`src/rtl/hamming_pkg.sv`:
```
// Shared Hamming(21,16) definitions: widths, bit placement and the encode
// function used by both the encoder and the decoder's syndrome logic.
package hamming_pkg;

  localparam int DATA_W = 16;
  localparam int CODE_W = 21;
  localparam int PAR_W  = 5;

  // Codeword indices holding parity bits (Hamming positions 1, 2, 4, 8, 16).
  localparam int PAR_POS [PAR_W] = '{0, 1, 3, 7, 15};

  // Codeword indices holding data bits 0..15, in ascending order.
  localparam int DATA_POS [DATA_W] = '{
    2, 4, 5, 6, 8, 9, 10, 11, 12, 13, 14, 16, 17, 18, 19, 20
  };

  // Place the data bits, then fill each parity bit with the even parity of
  // every position whose (1-based) number has that parity's bit set. Parity
  // bit k is still zero while it is being computed, and no other parity
  // position has bit k set, so the in-place scan only ever sees data bits.
  function automatic logic [CODE_W-1:0] hamming_encode(input logic [DATA_W-1:0] data);
    logic [CODE_W-1:0] code;
    logic              par;
    code = '0;
    for (int i = 0; i < DATA_W; i++) begin
      code[DATA_POS[i]] = data[i];
    end
    for (int k = 0; k < PAR_W; k++) begin
      par = 1'b0;
      for (int j = 0; j < CODE_W; j++) begin
        if (((j + 1) & (1 << k)) != 0) begin
          par = par ^ code[j];
        end
      end
      code[PAR_POS[k]] = par;
    end
    return code;
  endfunction

endpackage

```
`src/rtl/hamming_enc_core.sv`:
```
// Combinational Hamming(21,16) encoder feeding the output buffer write port.
module hamming_enc_core
  import hamming_pkg::*;
(
  input  logic [DATA_W-1:0] i_data,
  output logic [CODE_W-1:0] o_code
);

  // Pure function of the incoming word; no state.
  always_comb begin
    o_code = hamming_encode(i_data);
  end

endmodule

```
`src/rtl/hamming_enc_stream.sv`:
```
// Streaming Hamming(21,16) encoder with a 2-entry output buffer. The
// buffer decouples upstream from downstream so one word can be accepted
// while the channel is stalled. Handshake outputs come from registers only.
module hamming_enc_stream
  import hamming_pkg::*;
#(
  parameter int DEPTH = 2  // only 2 is supported: pointers are 1 bit wide
) (
  input  logic              clk,
  input  logic              rst,
  input  logic [DATA_W-1:0] iData,
  input  logic              iValid,
  output logic              oReady,
  output logic [CODE_W-1:0] oData,
  output logic              oValid,
  input  logic              iReady
);

  localparam logic [1:0] COUNT_FULL = 2'(DEPTH);

  logic [CODE_W-1:0] r_mem [DEPTH];
  logic              r_wr_ptr;
  logic              r_rd_ptr;
  logic [1:0]        r_count;

  logic [CODE_W-1:0] w_code;
  logic              w_push;
  logic              w_pop;

  hamming_enc_core u_core (
    .i_data (iData),
    .o_code (w_code)
  );

  // Handshake flags and head data, all derived from registered state.
  always_comb begin
    oReady = (r_count != COUNT_FULL);
    oValid = (r_count != 2'd0);
    oData  = r_mem[r_rd_ptr];
    w_push = iValid && oReady;
    w_pop  = oValid && iReady;
  end

  // Buffer storage, pointers and occupancy count.
  always_ff @(posedge clk) begin
    if (rst) begin
      // NOTE: storage is cleared on reset because oData must read as zero
      // straight after reset; a data-only buffer could otherwise skip this.
      for (int i = 0; i < DEPTH; i++) begin
        r_mem[i] <= '0;
      end
      r_wr_ptr <= 1'b0;
      r_rd_ptr <= 1'b0;
      r_count  <= 2'd0;
    end else begin
      // NOTE: non-blocking assignments so every register samples the
      // pre-edge pointers and count, regardless of statement order.
      if (w_push) begin
        r_mem[r_wr_ptr] <= w_code;
        r_wr_ptr        <= ~r_wr_ptr;
      end
      if (w_pop) begin
        r_rd_ptr <= ~r_rd_ptr;
      end
      unique case ({w_push, w_pop})
        2'b10:   r_count <= r_count + 2'd1;
        2'b01:   r_count <= r_count - 2'd1;
        default: r_count <= r_count;
      endcase
    end
  end

endmodule

```
`config.mk`:
```
export PLATFORM = sky130hd
export DESIGN_NAME = hamming_enc_stream
export DESIGN_NICKNAME = d
export VERILOG_FILES = /design/src/rtl/hamming_pkg.sv /design/src/rtl/hamming_enc_core.sv /design/src/rtl/hamming_enc_stream.sv
export SDC_FILE = /design/constraint.sdc
export NUM_CORES = 1
export LEC_CHECK = 0
export CAP_MARGIN = 20
export CORE_ASPECT_RATIO = 1.2
export CORE_MARGIN = 2
export CORE_UTILIZATION = 28
export CTS_CLUSTER_DIAMETER = 120
export DETAILED_ROUTE_END_ITERATION = 8
export MAX_ROUTING_LAYER = met4
export RECOVER_POWER = 25
export SLEW_MARGIN = 30
export SYNTH_ARGS = -nofsm -noshare
export SYNTH_HDL_FRONTEND = slang
export SYNTH_HIERARCHICAL = 1
export SYNTH_SLANG_ARGS = --single-unit
```
`constraint.sdc`:
```
create_clock -name clk -period 4.1 [get_ports clk]
set_input_delay 0.82 -clock clk [delete_from_list [all_inputs] [get_ports clk]]
set_output_delay 0.82 -clock clk [all_outputs]
set_load 0.01 [all_outputs]
```
Word-level counts from Yosys, hierarchy flattened
Memory sizes are Yosys's and may differ from the RTL's. A register that Yosys moved wholly into a read port is not among the register bits.
Cells that the tools add are included.

storage, ports and cells
  memories = 1
  RAM bits = 42
  latch bits = 0
  logic and storage cells = 62
  bits in registers = 4
  bits of input ports = 20
  output and inout port bits = 23
  memory bits (read-only) = 0

memories
  memory  words  width  read ports  clocked after Yosys merged registers in  wr ports  line                      text
  r_mem   2      21     1           1                                        2         hamming_enc_stream.sv:21  logic [CODE_W-1:0] r_mem [DEPTH];

operators by class
  div/mod/pow operators = 0
  $add $sub $neg = 2
  $mul = 0
  eq/ne operators = 3
  bitwise operators = 37
  muxes and demuxes = 11
  magnitude comparators = 0
  reduce and logical (&&, ||, !) cells = 5
  shift-type cells = 0

operator list
  cell                                                  count
  XOR 1 bit                                             35
  2-to-1 mux 21 bit                                     1
  OR reduction 21 bit                                   1
  2-to-1 mux 1 bit                                      9
  one-hot mux 2 bit (2 select lines)                    1
  nonzero test 2 bit                                    2
  adder 2 x 1 -> 2 bit (second input constant)          1
  equality test 2 x 1 -> 1 bit (second input constant)  1
  equality test 2 bit (second input constant)           1
  logical AND 1 bit                                     2
  != test 2 bit (second input constant)                 1
  NOT 1 bit                                             2
  subtractor 2 x 1 -> 2 bit (second input constant)     1

Longest topological paths before layout
  depth in word-level cells = 10
  mapped depth = 6
  mapped depth without buffers = 6

Hierarchy
Netlist, hierarchy kept.

modules (own cells, without submodules)
  module              sequential area each (um^2)  cells an instance  area each (um^2)  instances
  hamming_enc_stream  1,361.3                      160                2,069.5           1
  hamming_enc_core    0.0                          40                 371.6             1

Worst setup path after synthesis
Ideal clock, no wire load.

  path kind = input to register
  start point = input rst
  end point = memory r_mem[0][0], enable pin
  stages on the path = 3
  arrival = 1.855 ns
  required time = 3.719 ns
  path buffers = 2
  setup slack = 1.864 ns
  setup time = 0.381 ns
  cells stage by stage = clkbuf_1 -> clkbuf_1 -> nand2b_1

RTL lines
  item                line                      text
  start: declaration  hamming_enc_stream.sv:10  input logic rst,
  end: declaration    hamming_enc_stream.sv:21

==> impl_results.md <==
* Nets at 248
* Register bit total from synthesis at 47
* Synthesized cell area at between 0.002 and 0.0025 mm^2
* First-pass GRT wire length at about 7200 um
* Final RePlAce weighted congestion at 0.758
* Max Clock Skew at roughly 7.9 ps
* Hold-fix buffers, CTS at 0
* PortBufs at 42
* Die W at 89.2 um
* Total Routing Usage GR at 0.104
* Peak Freq at 0.322 GHz
* Hold path start: r_rd_ptr$_SDFFE_PP0P_
* DRC viols at 0
* Worst flop-to-flop path endpoint: r_mem[1][11]$_SDFFCE_PN0P_
* Die area at 0.00948 mm^2
* Period utilisation layout at 0.757
* Total of max-cap violations at 0
* Clk Tree Root Cell: clkbuf_8
* CTS tree: done
* CP Data Required Time at 4110 ps
* First-pass iteration count of the detailed router at 4
* Worst Max-Slew Pin Slew at between 800 and 900 ps
* H-tree depth at 2
* Total core area at about 0.0085 mm^2
* Largest net degree at the start of global routing at 29
* Pleak at 1.06 nW
* Clk sinks at 47
* IO Count at 43
* Hold WC Path Type: register to register
* Starting Density at 0.287
* CP startpoint kind: input port
* Crit-path max FO at 22
* Yosys warns at 6
* HPWL Detailed at between 3000 and 4000 um
* Die H at 106 um
* Vias in the first global route at 1520
* Unrepaired setup endpoints after global routing: no
* Register-to-Register Path Depth at 4
* Post-synthesis instance total at 200
* Status: completed
* DR vias/cell at slightly above 4
* Min Tclk post-route at around 3100 ps
* Area Growth Syn to Fin at 20.9%
* Number of CTS-inserted buffers at 5
* Slew Limit Fails at 0
* Number of DRC markers in iteration 0 at between 70 and 80
* Clock transition at path regs at 90 ps
* Routed WL at 4530 um
* Slew margin rel. at 0.411
* Worst hold path depth at 2
* Final Hold Viols at 0
* Syn Area/Cell at 12.2 um^2
* Final number of setup-violating endpoints at 0
* Crit path kind: input port to register
* Crit-path max cell delay at 750 ps
* Max IR drop VDD at 0.000171 V
* Flop-to-flop setup slack at around 1500 ps
* Postcts setup bufs at 0
* CP cell instances: dlygate4sd3_1 -> nand3_1 -> nand2b_1 -> buf_4
* Total gr overflow at 0
* Routed WL per cell at approximately 13 um
* Num rows at 37
* Unique cell type count in the Yosys netlist at 22
* CP Data Arrival Time at 3110 ps
* Worst skew pair latency at 300 ps
* Layout Utilization at 0.346
* Crit end category: register
* Initial antenna violation count at 0
* Clock buffer depth at 2
* Cell Pwr Density at 508 mW/mm^2
* Total negative slack at 0 ps
* Post_cts resized at 0
* Final ANT Viol Nets at 0
* WP buf/inv at 2
* Total number of vias at approximately 1400
* Register area share after synthesis at 0.558
* Ant. Diodes at 0
* Worst r2r src: r_count[0]$_SDFFE_PP0P_
* Mapped Nets at 221
* Cell family with most CP delay: simple AND/OR/NAND/NOR gates
* Ratio of cells with drive above 1 in the final layout at 0.158
* Slowest-stage cell, CP: nand2b_1
## registers in the layout (all words and copies together), names as in the netlist, named ones only
name / flops
r_rd_ptr: 1
r_count: 2
r_wr_ptr: 1
r_mem: 42
## worst max-delay path by stage
stage	start	to	slack (ps)	cells past startpoint
CTS	register	oData[0]	1050	2
floorplan	rst	r_mem[0][0]$_SDFFCE_PN0P_	1860	3
global placement	iValid	r_mem[1][18]$_SDFFCE_PN0P_	1140	4
detailed placement	iValid	r_mem[1][16]$_SDFFCE_PN0P_	1020	4
global route	iValid	r_mem[1][17]$_SDFFCE_PN0P_	790	4
finish	iValid	r_mem[1][11]$_SDFFCE_PN0P_	1000	4
## worst min-delay path, stage by stage (launching register included)
cell,delay [ps]
dfxtp_1,340
xnor2_1,80
nor2_1,80
## where the power goes
part	leakage, nW	total [mW]	internal (mW)	switching [mW]
clock	0.0402	0.274	0.119	0.156
sequential	0.489	0.681	0.619	0.0625
combinational	0.527	0.544	0.318	0.227
total	1.06	1.50	1.05	0.445
## cell usage in the layout, fill, tap and decap left out, drive strengths merged
cell	n
nor2	45
edfxtp	42
clkdlybuf4s50	40
nand2b	24
mux2	21
xnor2	19
xor2	5
clkbuf	5
dfxtp	5
buf	3
xnor3	3
a21oi	2
clkinvlp	2
dlygate4sd3	2
o21a	1
or2	1
nand2	1
nand3b	1
nand3	1
a21bo	1
o21ai	1
or3	1
ha	1
clkinv	1
## cell families (layout without fill, tap and decap cells)
group | Yosys count | in the layout | synth area share
buf+inv | 25 | 53 | 0.0661
xor+xnor | 27 | 27 | 0.114
flops | 47 | 47 | 0.558
mux | 21 | 21 | 0.0969
compound gates | 5 | 5 | 0.0133
fa+ha+maj | 1 | 1 | 0.00512
simple gates | 74 | 74 | 0.147
## layer usage
layer	up-vias	wire length, um	global-route usage
met1	670	1870	0.117
met2	32	2410	0.180
li1	710	-	-
met4	0	57	0.0320
met5	-	0	-
met3	4	190	0.0225
## per-stage QoR
step / instance area (um^2) / worst slack, ps / std cells / hold slack [ps] / power [mW]
final: 2950 / 998 / 345 / 533 / 1.50
after global routing: 2950 / 789 / 345 / 583 / 1.58
after CTS: 2960 / 1050 / 345 / 542 / 1.52
after detailed placement: 2870 / 1020 / 337 / 505 / 1.25
after global placement: 2870 / 1140 / 337 / 496 / 1.24
after floorplan: 2440 / 1860 / 200 / 481 / 1.01
## cell usage after synthesis (all sizes together)
master	instances	area share
a21oi	2	0.0041
clkbuf	3	0.0046
o21ai	1	0.0020
edfxtp	42	0.52
mux2	21	0.097
nand2	1	0.0015
xor2	5	0.018
buf	22	0.062
ha	1	0.0051
xnor2	19	0.068
a21bo	1	0.0041
xnor3	3	0.028
nor2	45	0.069
or2	1	0.0026
nand3	1	0.0041
or3	1	0.0026
dfxtp	5	0.041
o21a	1	0.0031
nand3b	1	0.0046
nand2b	24	0.063
## layout make-up
| type | count | area [um^2] |
|---|---|---|
| timing repair buffer | 45 | 443 |
| multi-input combinational | 128 | 910 |
| clock inverter | 3 | 20.0 |
| clock buffer | 5 | 68.8 |
| fill | 857 | 5570 |
| sequential | 47 | 1360 |
| tap | 117 | 146 |
Note: power is estimated with default switching activity, not from simulation.
